File: src/rtl/control_pipe_unit.sv
// control_pipe_unit
//   Decodes the ID-stage opcode/funct into a control bundle and registers it
//   into the ID/EX stage. Also handles load-use bubbling, branch flush,
//   external stall, a halt-drain state machine and an issued-instruction
//   counter.
//
// Ports:
//   i_clk, i_reset_n          clock (rising edge), async active-low reset
//   i_Opcode, i_Funct         ID-stage opcode / funct
//   i_Rs, i_Rt                ID-stage source register indices
//   i_Flush                   kill the ID instruction (taken branch/jump later)
//   i_Stall_Ext               freeze the pipe (memory busy)
//   o_RegDst .. o_ALUOp       registered EX-stage control bundle
//   o_EX_Rt                   registered rt of the EX instruction
//   o_PCWrite, o_IFIDWrite    combinational PC and IF/ID enables
//   o_Halted                  high once the halt drain has completed
//   o_IssueCount              count of non-NOP bundles issued into EX
//
// Optional feature macro: CTRL_IMM_OPS_EN
//   When defined, ADDI/ANDI/ORI decode to an immediate ALU bundle
//   (ALUSrc=1, RegWrite=1, ALUOp=11) and are counted as issued.
module control_pipe_unit #(
  parameter int unsigned NBITS        = 6,
  parameter int unsigned FUNCT_NBITS  = 6,
  parameter int unsigned REG_NBITS    = 5,
  parameter int unsigned DRAIN_CYCLES = 3,
  parameter int unsigned COUNT_NBITS  = 32
) (
  input  logic                   i_clk,
  input  logic                   i_reset_n,
  input  logic [NBITS-1:0]       i_Opcode,
  input  logic [FUNCT_NBITS-1:0] i_Funct,
  input  logic [REG_NBITS-1:0]   i_Rs,
  input  logic [REG_NBITS-1:0]   i_Rt,
  input  logic                   i_Flush,
  input  logic                   i_Stall_Ext,
  output logic                   o_RegDst,
  output logic                   o_Branch,
  output logic                   o_BranchNE,
  output logic                   o_Jump,
  output logic                   o_MemRead,
  output logic                   o_MemToReg,
  output logic                   o_MemWrite,
  output logic                   o_ALUSrc,
  output logic                   o_RegWrite,
  output logic [1:0]             o_ALUOp,
  output logic [REG_NBITS-1:0]   o_EX_Rt,
  output logic                   o_PCWrite,
  output logic                   o_IFIDWrite,
  output logic                   o_Halted,
  output logic [COUNT_NBITS-1:0] o_IssueCount
);

  localparam int unsigned DW = (DRAIN_CYCLES > 1) ? $clog2(DRAIN_CYCLES) : 1;

  localparam logic [NBITS-1:0] OP_R    = NBITS'(0);
  localparam logic [NBITS-1:0] OP_LW   = NBITS'(35);
  localparam logic [NBITS-1:0] OP_SW   = NBITS'(43);
  localparam logic [NBITS-1:0] OP_BEQ  = NBITS'(4);
  localparam logic [NBITS-1:0] OP_BNE  = NBITS'(5);
  localparam logic [NBITS-1:0] OP_J    = NBITS'(2);
  localparam logic [NBITS-1:0] OP_HALT = NBITS'(63);
`ifdef CTRL_IMM_OPS_EN
  localparam logic [NBITS-1:0] OP_ADDI = NBITS'(8);
  localparam logic [NBITS-1:0] OP_ANDI = NBITS'(12);
  localparam logic [NBITS-1:0] OP_ORI  = NBITS'(13);
`endif

  typedef struct packed {
    logic       RegDst;
    logic       Branch;
    logic       BranchNE;
    logic       Jump;
    logic       MemRead;
    logic       MemToReg;
    logic       MemWrite;
    logic       ALUSrc;
    logic       RegWrite;
    logic [1:0] ALUOp;
  } ctrl_t;

  typedef enum logic [1:0] {
    ST_RUN,
    ST_HALT_DRAIN,
    ST_HALTED
  } state_t;

  state_t                 r_state;
  logic [DW-1:0]          r_drain_cnt;
  ctrl_t                  r_ex;
  logic [REG_NBITS-1:0]   r_ex_rt;
  logic                   r_halted;
  logic [COUNT_NBITS-1:0] r_issue_cnt;

  ctrl_t w_dec;
  logic  w_uses_rt;
  logic  w_is_halt;
  logic  w_is_nop;
  logic  w_hazard;
  logic  w_advance;

  always_comb begin
    w_dec     = '0;
    w_uses_rt = 1'b0;
    w_is_halt = 1'b0;
    unique case (i_Opcode)
      OP_R: begin
        w_uses_rt = 1'b1;
        // sll $0 form is the canonical NOP; leave the bundle empty
        if (!(i_Funct == '0 && i_Rt == '0)) begin
          w_dec.RegDst   = 1'b1;
          w_dec.RegWrite = 1'b1;
          w_dec.ALUOp    = 2'b10;
        end
      end
      OP_LW: begin
        w_dec.MemRead  = 1'b1;
        w_dec.MemToReg = 1'b1;
        w_dec.ALUSrc   = 1'b1;
        w_dec.RegWrite = 1'b1;
      end
      OP_SW: begin
        w_uses_rt      = 1'b1;
        w_dec.MemWrite = 1'b1;
        w_dec.ALUSrc   = 1'b1;
      end
      OP_BEQ: begin
        w_uses_rt    = 1'b1;
        w_dec.Branch = 1'b1;
        w_dec.ALUOp  = 2'b01;
      end
      OP_BNE: begin
        w_uses_rt      = 1'b1;
        w_dec.BranchNE = 1'b1;
        w_dec.ALUOp    = 2'b01;
      end
      OP_J: begin
        w_dec.Jump = 1'b1;
      end
      OP_HALT: begin
        w_is_halt = 1'b1;
      end
`ifdef CTRL_IMM_OPS_EN
      OP_ADDI, OP_ANDI, OP_ORI: begin
        w_dec.ALUSrc   = 1'b1;
        w_dec.RegWrite = 1'b1;
        w_dec.ALUOp    = 2'b11;
      end
`endif
      default: begin
        w_dec = '0;
      end
    endcase
  end

  assign w_is_nop = (w_dec == '0);

  assign w_hazard = r_ex.MemRead && (r_ex_rt != '0) &&
                    ((r_ex_rt == i_Rs) || (w_uses_rt && (r_ex_rt == i_Rt)));

  // Only a normal issue in RUN (or a flush, which discards IF/ID anyway) lets
  // the front end advance.
  always_comb begin
    w_advance = 1'b0;
    if (r_state == ST_RUN) begin
      if (i_Flush)
        w_advance = 1'b1;
      else if (i_Stall_Ext || w_hazard || w_is_halt)
        w_advance = 1'b0;
      else
        w_advance = 1'b1;
    end
  end

  assign o_PCWrite   = w_advance;
  assign o_IFIDWrite = w_advance;

  always_ff @(posedge i_clk or negedge i_reset_n) begin
    if (!i_reset_n) begin
      r_state     <= ST_RUN;
      r_drain_cnt <= '0;
      r_ex        <= '0;
      r_ex_rt     <= '0;
      r_halted    <= 1'b0;
      r_issue_cnt <= '0;
    end else begin
      case (r_state)
        ST_RUN: begin
          if (i_Flush) begin
            r_ex    <= '0;
            r_ex_rt <= '0;
          end else if (i_Stall_Ext) begin
            r_ex    <= r_ex;
            r_ex_rt <= r_ex_rt;
          end else if (w_hazard) begin
            r_ex    <= '0;
            r_ex_rt <= '0;
          end else if (w_is_halt) begin
            r_ex        <= '0;
            r_ex_rt     <= '0;
            r_drain_cnt <= '0;
            r_state     <= ST_HALT_DRAIN;
          end else begin
            r_ex    <= w_dec;
            r_ex_rt <= i_Rt;
            if (!w_is_nop)
              r_issue_cnt <= r_issue_cnt + COUNT_NBITS'(1);
          end
        end
        ST_HALT_DRAIN: begin
          r_ex    <= '0;
          r_ex_rt <= '0;
          if (r_drain_cnt == DW'(DRAIN_CYCLES - 1)) begin
            r_state  <= ST_HALTED;
            r_halted <= 1'b1;
          end else begin
            r_drain_cnt <= r_drain_cnt + DW'(1);
          end
        end
        ST_HALTED: begin
          r_ex     <= '0;
          r_ex_rt  <= '0;
          r_halted <= 1'b1;
        end
        default: begin
          r_state <= ST_RUN;
          r_ex    <= '0;
          r_ex_rt <= '0;
        end
      endcase
    end
  end

  assign o_RegDst     = r_ex.RegDst;
  assign o_Branch     = r_ex.Branch;
  assign o_BranchNE   = r_ex.BranchNE;
  assign o_Jump       = r_ex.Jump;
  assign o_MemRead    = r_ex.MemRead;
  assign o_MemToReg   = r_ex.MemToReg;
  assign o_MemWrite   = r_ex.MemWrite;
  assign o_ALUSrc     = r_ex.ALUSrc;
  assign o_RegWrite   = r_ex.RegWrite;
  assign o_ALUOp      = r_ex.ALUOp;
  assign o_EX_Rt      = r_ex_rt;
  assign o_Halted     = r_halted;
  assign o_IssueCount = r_issue_cnt;

endmodule

File: config.mk
export PLATFORM = sky130hd
export DESIGN_NAME = control_pipe_unit
export DESIGN_NICKNAME = d
export VERILOG_FILES = /design/src/rtl/control_pipe_unit.sv
export SDC_FILE = /design/constraint.sdc
export NUM_CORES = 1
export LEC_CHECK = 0
export ABC_AREA = 1
export BUFFER_PORTS_ARGS = -buffer_cell sky130_fd_sc_hd__buf_2
export CAP_MARGIN = 20
export CORE_UTILIZATION = 59
export CTS_BUF_LIST = sky130_fd_sc_hd__clkbuf_8 sky130_fd_sc_hd__clkbuf_16
export CTS_CLUSTER_DIAMETER = 150
export DETAILED_ROUTE_END_ITERATION = 10
export GPL_ROUTABILITY_DRIVEN = 0
export PLACE_DENSITY = 0.91
export SYNTH_ARGS = -nofsm -noshare
export SYNTH_HDL_FRONTEND = slang
export SYNTH_SLANG_ARGS = --single-unit
File: constraint.sdc
create_clock -name i_clk -period 4.8 [get_ports i_clk]
set_input_delay 0 -clock i_clk [delete_from_list [all_inputs] [get_ports i_clk]]
set_output_delay 0 -clock i_clk [all_outputs]
set_load 0.01 [all_outputs]
==> results summary <==
The run finished with clean final reports. The buffer count from post-CTS setup fixing came out at 0. The worst setup path is of the input pin to register kind. The total number of nets in the final design came out at about 600. Among all flip-flop cells after synthesis, the most frequent one is dfrtp_1. The number of global-route vias before repair is around 3400. The initial antenna violation count is 0. For the worst setup path, the data arrival time is 2.52 ns. The chip height came out at 77.5 um. The maximum number of buffers from clock root to sink is 2. The total count of max-transition violations in the final report came out at 0. The DRC marker count from the first detailed-route iteration is 334. The critical path goes through dlygate4sd3_1, buf_2, nand2_1, nor3_1, nand3_1, nand2_1, inv_1, nand4_2, nand2_1, nand2_1. The CTS tree is done. The transition time of the tightest slew-check pin is 1.02 ns.

In this run, post-CTS repair resized a total of 0 instances. The average cell area after synthesis is 6.99 um^2. The repair_antennas step left the layout with diodes totalling 0.

The number of failing setup endpoints in the final timing report is 0. The slowest stage of the critical path belongs to the cell inv_1. Timing analysis after detailed placement gives a worst setup slack of 2.67 ns. Max-cap violations in this run came to 0. After detailed routing, the number of vias per cell comes to 5.75.

The data required time of the critical path is around 5 ns. The synthesized netlist occupies a cell area of between 3000 and 4000 um^2. The total placed instance area is 3760 um^2.

The worst supply voltage drop on vdd came out at between 0.2 and 0.3 mV. For this configuration, the core starts out at a cell density of 61.1%. Synthesis instantiated 31 different standard cells from the library.

The core outline area is 5510 um^2. The total wirelength of the detailed-routed design is slightly below 9 mm. The total iterations of the first detailed-routing run came out at 5. The final period demand of the worst path is 2.33 ns. The worst path meets setup with approximately 2.5 ns of slack. The number of nets handed over by synthesis was 509.

Once detailed placement completed, the half-perimeter wirelength came to 6.46 mm. For this run, the share of the core covered by cells in the final layout is 71.1%. The number of top-level pins is 77.

The total grt overflow is 0. Based on the critical path, the design can be clocked at up to 429 MHz. The count of antenna-violating nets left after detailed routing came out at 0.

The final number of hold-violating endpoints is 0. The average wire per standard cell is approximately 14 um. The first global-routing pass estimated about 15 mm of wire. Once layout is done, the placed cells without fillers occupy 3920 um^2. The worst setup path is launched from an input pin. The die is 77.5 um wide. The H-tree was split into 2 levels. Sequential elements use 38.7% of the synthesized area. The number of enable-type register cells in the synthesized netlist is 0. The cell seen most often among critical-path stages is nand2_1.

Row generation in the floorplan step produced 27 rows. Power spread over the standard cell area amounts to about 250 nW/um^2. Setup repair after global routing left no endpoint under its margin. CTS placed an instance of clkbuf_8 at the clock tree root. The cell count after synthesis is 481. STA classifies the critical path endpoint as a register. Global routing used 31.4% of the available tracks. The pin count of the biggest net entering global routing is 39. The post-route netlist has 18.1% of its cells at a drive strength greater than 1. The number of storage elements in the synthesis netlist is 52. For this run, design rule violations remaining after detail routing come to 0. The routed via count came out at about 3600. After synthesis, the share of flip-flops with an asynchronous set or reset is 100%. The worst hold path belongs to the class input pin to register. The highest fanout seen on the critical path is 32. In this run the tightest slew margin relative to its limit is a little under a third.

The area enclosed by the die boundary came out at between 6000 and 7000 um^2. For the final database, setup skew stands at 0.00405 ns. In this run, CTS created clock tree buffers numbering 5.

The number of clock sinks seen by CTS came out at 52. The final total negative setup slack is 0 ns. The clock insertion delay at the later pin of the skew report came out at 0.31 ns. Counting instances, the worst hold path has a depth of 3. The register clock-pin slew on the reported worst setup and hold paths came out at ~0.09 ns. The area overhead of the layout relative to synthesis came out at 16.4%. The quantity of I/O buffers inserted on ports is 76. The leakage dissipation is 2.17 nW. The count of cells along the worst register-to-register path came out at 7. The maximum single-stage delay on the critical path came out at 0.75 ns. The post-route fraction of the period consumed by the critical path is 48.6%. For this run, the number of Yosys warnings is 0.
metal layers:
layer,routed length (um),track usage [%],vias to the layer above
met1,3670,39.2,1697
met3,571,6.35,42
li1,-,-,1703
met5,0,0,-
met4,283,14.2,0
met2,4310,52.3,173
power by group:
group	total [mW]	switching, mW	internal [mW]
logic	0.230	0.149	0.0811
clock network	0.255	0.142	0.114
registers	0.497	0.0303	0.466
total	0.982	0.321	0.661
worst max-delay path: cells and delay by family:
family,cells,cell delay (ns)
buffers and inverters,3,1.44
AND/OR/NAND/NOR,7,1.07
sequential cells by signal, indices dropped and copies added (netlist names):
name / count
o_Halted: 1
o_EX_Rt: 5
o_MemWrite: 1
o_ALUOp: 2
o_ALUSrc: 1
r_drain_cnt: 2
o_BranchNE: 1
o_Branch: 1
o_Jump: 1
o_RegWrite: 1
o_MemRead: 1
r_state: 2
o_RegDst: 1
o_IssueCount: 32
repair_timing:
item	in CTS	in global routing
setup endpoints to repair	0	0
hold buffers	6	0
hold endpoints to repair	37	0
final cells by class:
class,count,area (um^2)
Multi-Input combinational cell,337,1680
Fill cell,441,1590
Sequential cell,52,1300
Timing Repair Buffer,85,475
Inverter,75,282
Tap cell,72,90.1
Clock buffer,6,82.6
Clock inverter,2,7.51
through the flow:
| step | std cells | power (mW) | hold WS [ns] |
|---|---|---|---|
| 2_1_floorplan | 481 | 0.653 | -0.296 |
| 3_3_place_gp | 614 | 0.714 | 0.243 |
| 3_5_place_dp | 615 | 0.730 | -0.0376 |
| 4_1_cts | 629 | 0.983 | 0.00284 |
| 5_1_grt | 629 | 1.04 | 0.0432 |
| 6_report | 629 | 0.982 | 0.00973 |
worst paths after layout:
kind | start | to | slack (ns)
max | i_Opcode[0] | o_IssueCount[30]$_DFFE_PN0P_ | 2.47
min | i_Rt[3] | o_EX_Rt[3]$_DFFE_PN0P_ | 0.01
max reg2reg | r_state[1]$_DFFE_PN0P_ | o_IssueCount[0]$_DFFE_PN0P_ | 2.64
min reg2reg | o_Halted$_DFFE_PN0P_ | o_Halted$_DFFE_PN0P_ | 0.48
max in group asynchronous | i_reset_n | r_state[1]$_DFFE_PN0P_ | 4.13
min in group asynchronous | i_reset_n | o_IssueCount[25]$_DFFE_PN0P_ | 0.15
logic make-up (layout without fill, tap and decap cells):
family,after synthesis,count (layout),synth area share [%]
fa+ha+maj,2,2,0.744
xor+xnor,18,18,4.69
buf+inv,92,168,11.5
compound gates,17,17,2.97
flops,52,52,38.7
simple gates,300,300,41.4
placed cells by master, fill, tap and decap left out, drive strengths merged:
cell,netlist,layout
a21boi,1,1
a21oi,3,3
and3,1,1
buf,15,79
clkbuf,2,6
dfrtp,52,52
dlygate4sd3,0,6
ha,2,2
inv,75,77
nand2,145,145
nand3,28,28
nand3b,3,3
nand4,58,58
nor2,50,50
nor3,11,11
o21ai,9,9
o22ai,4,4
or2,3,3
or4,1,1
xnor2,7,7
xor2,11,11
synthesized netlist by cell type, types with 6 or more instances:
cell	number	area, um^2
buf_4	7	52.6
nand4_1	57	357
nand3_1	28	140
nor2_1	45	169
nor3_1	8	40.0
dfrtp_1	52	1300
xor2_1	11	96.3
o21ai_0	9	45.0
nand2_1	143	537
buf_2	6	30.0
inv_1	74	278
xnor2_1	7	61.3
(Power assumes the default switching activity.)
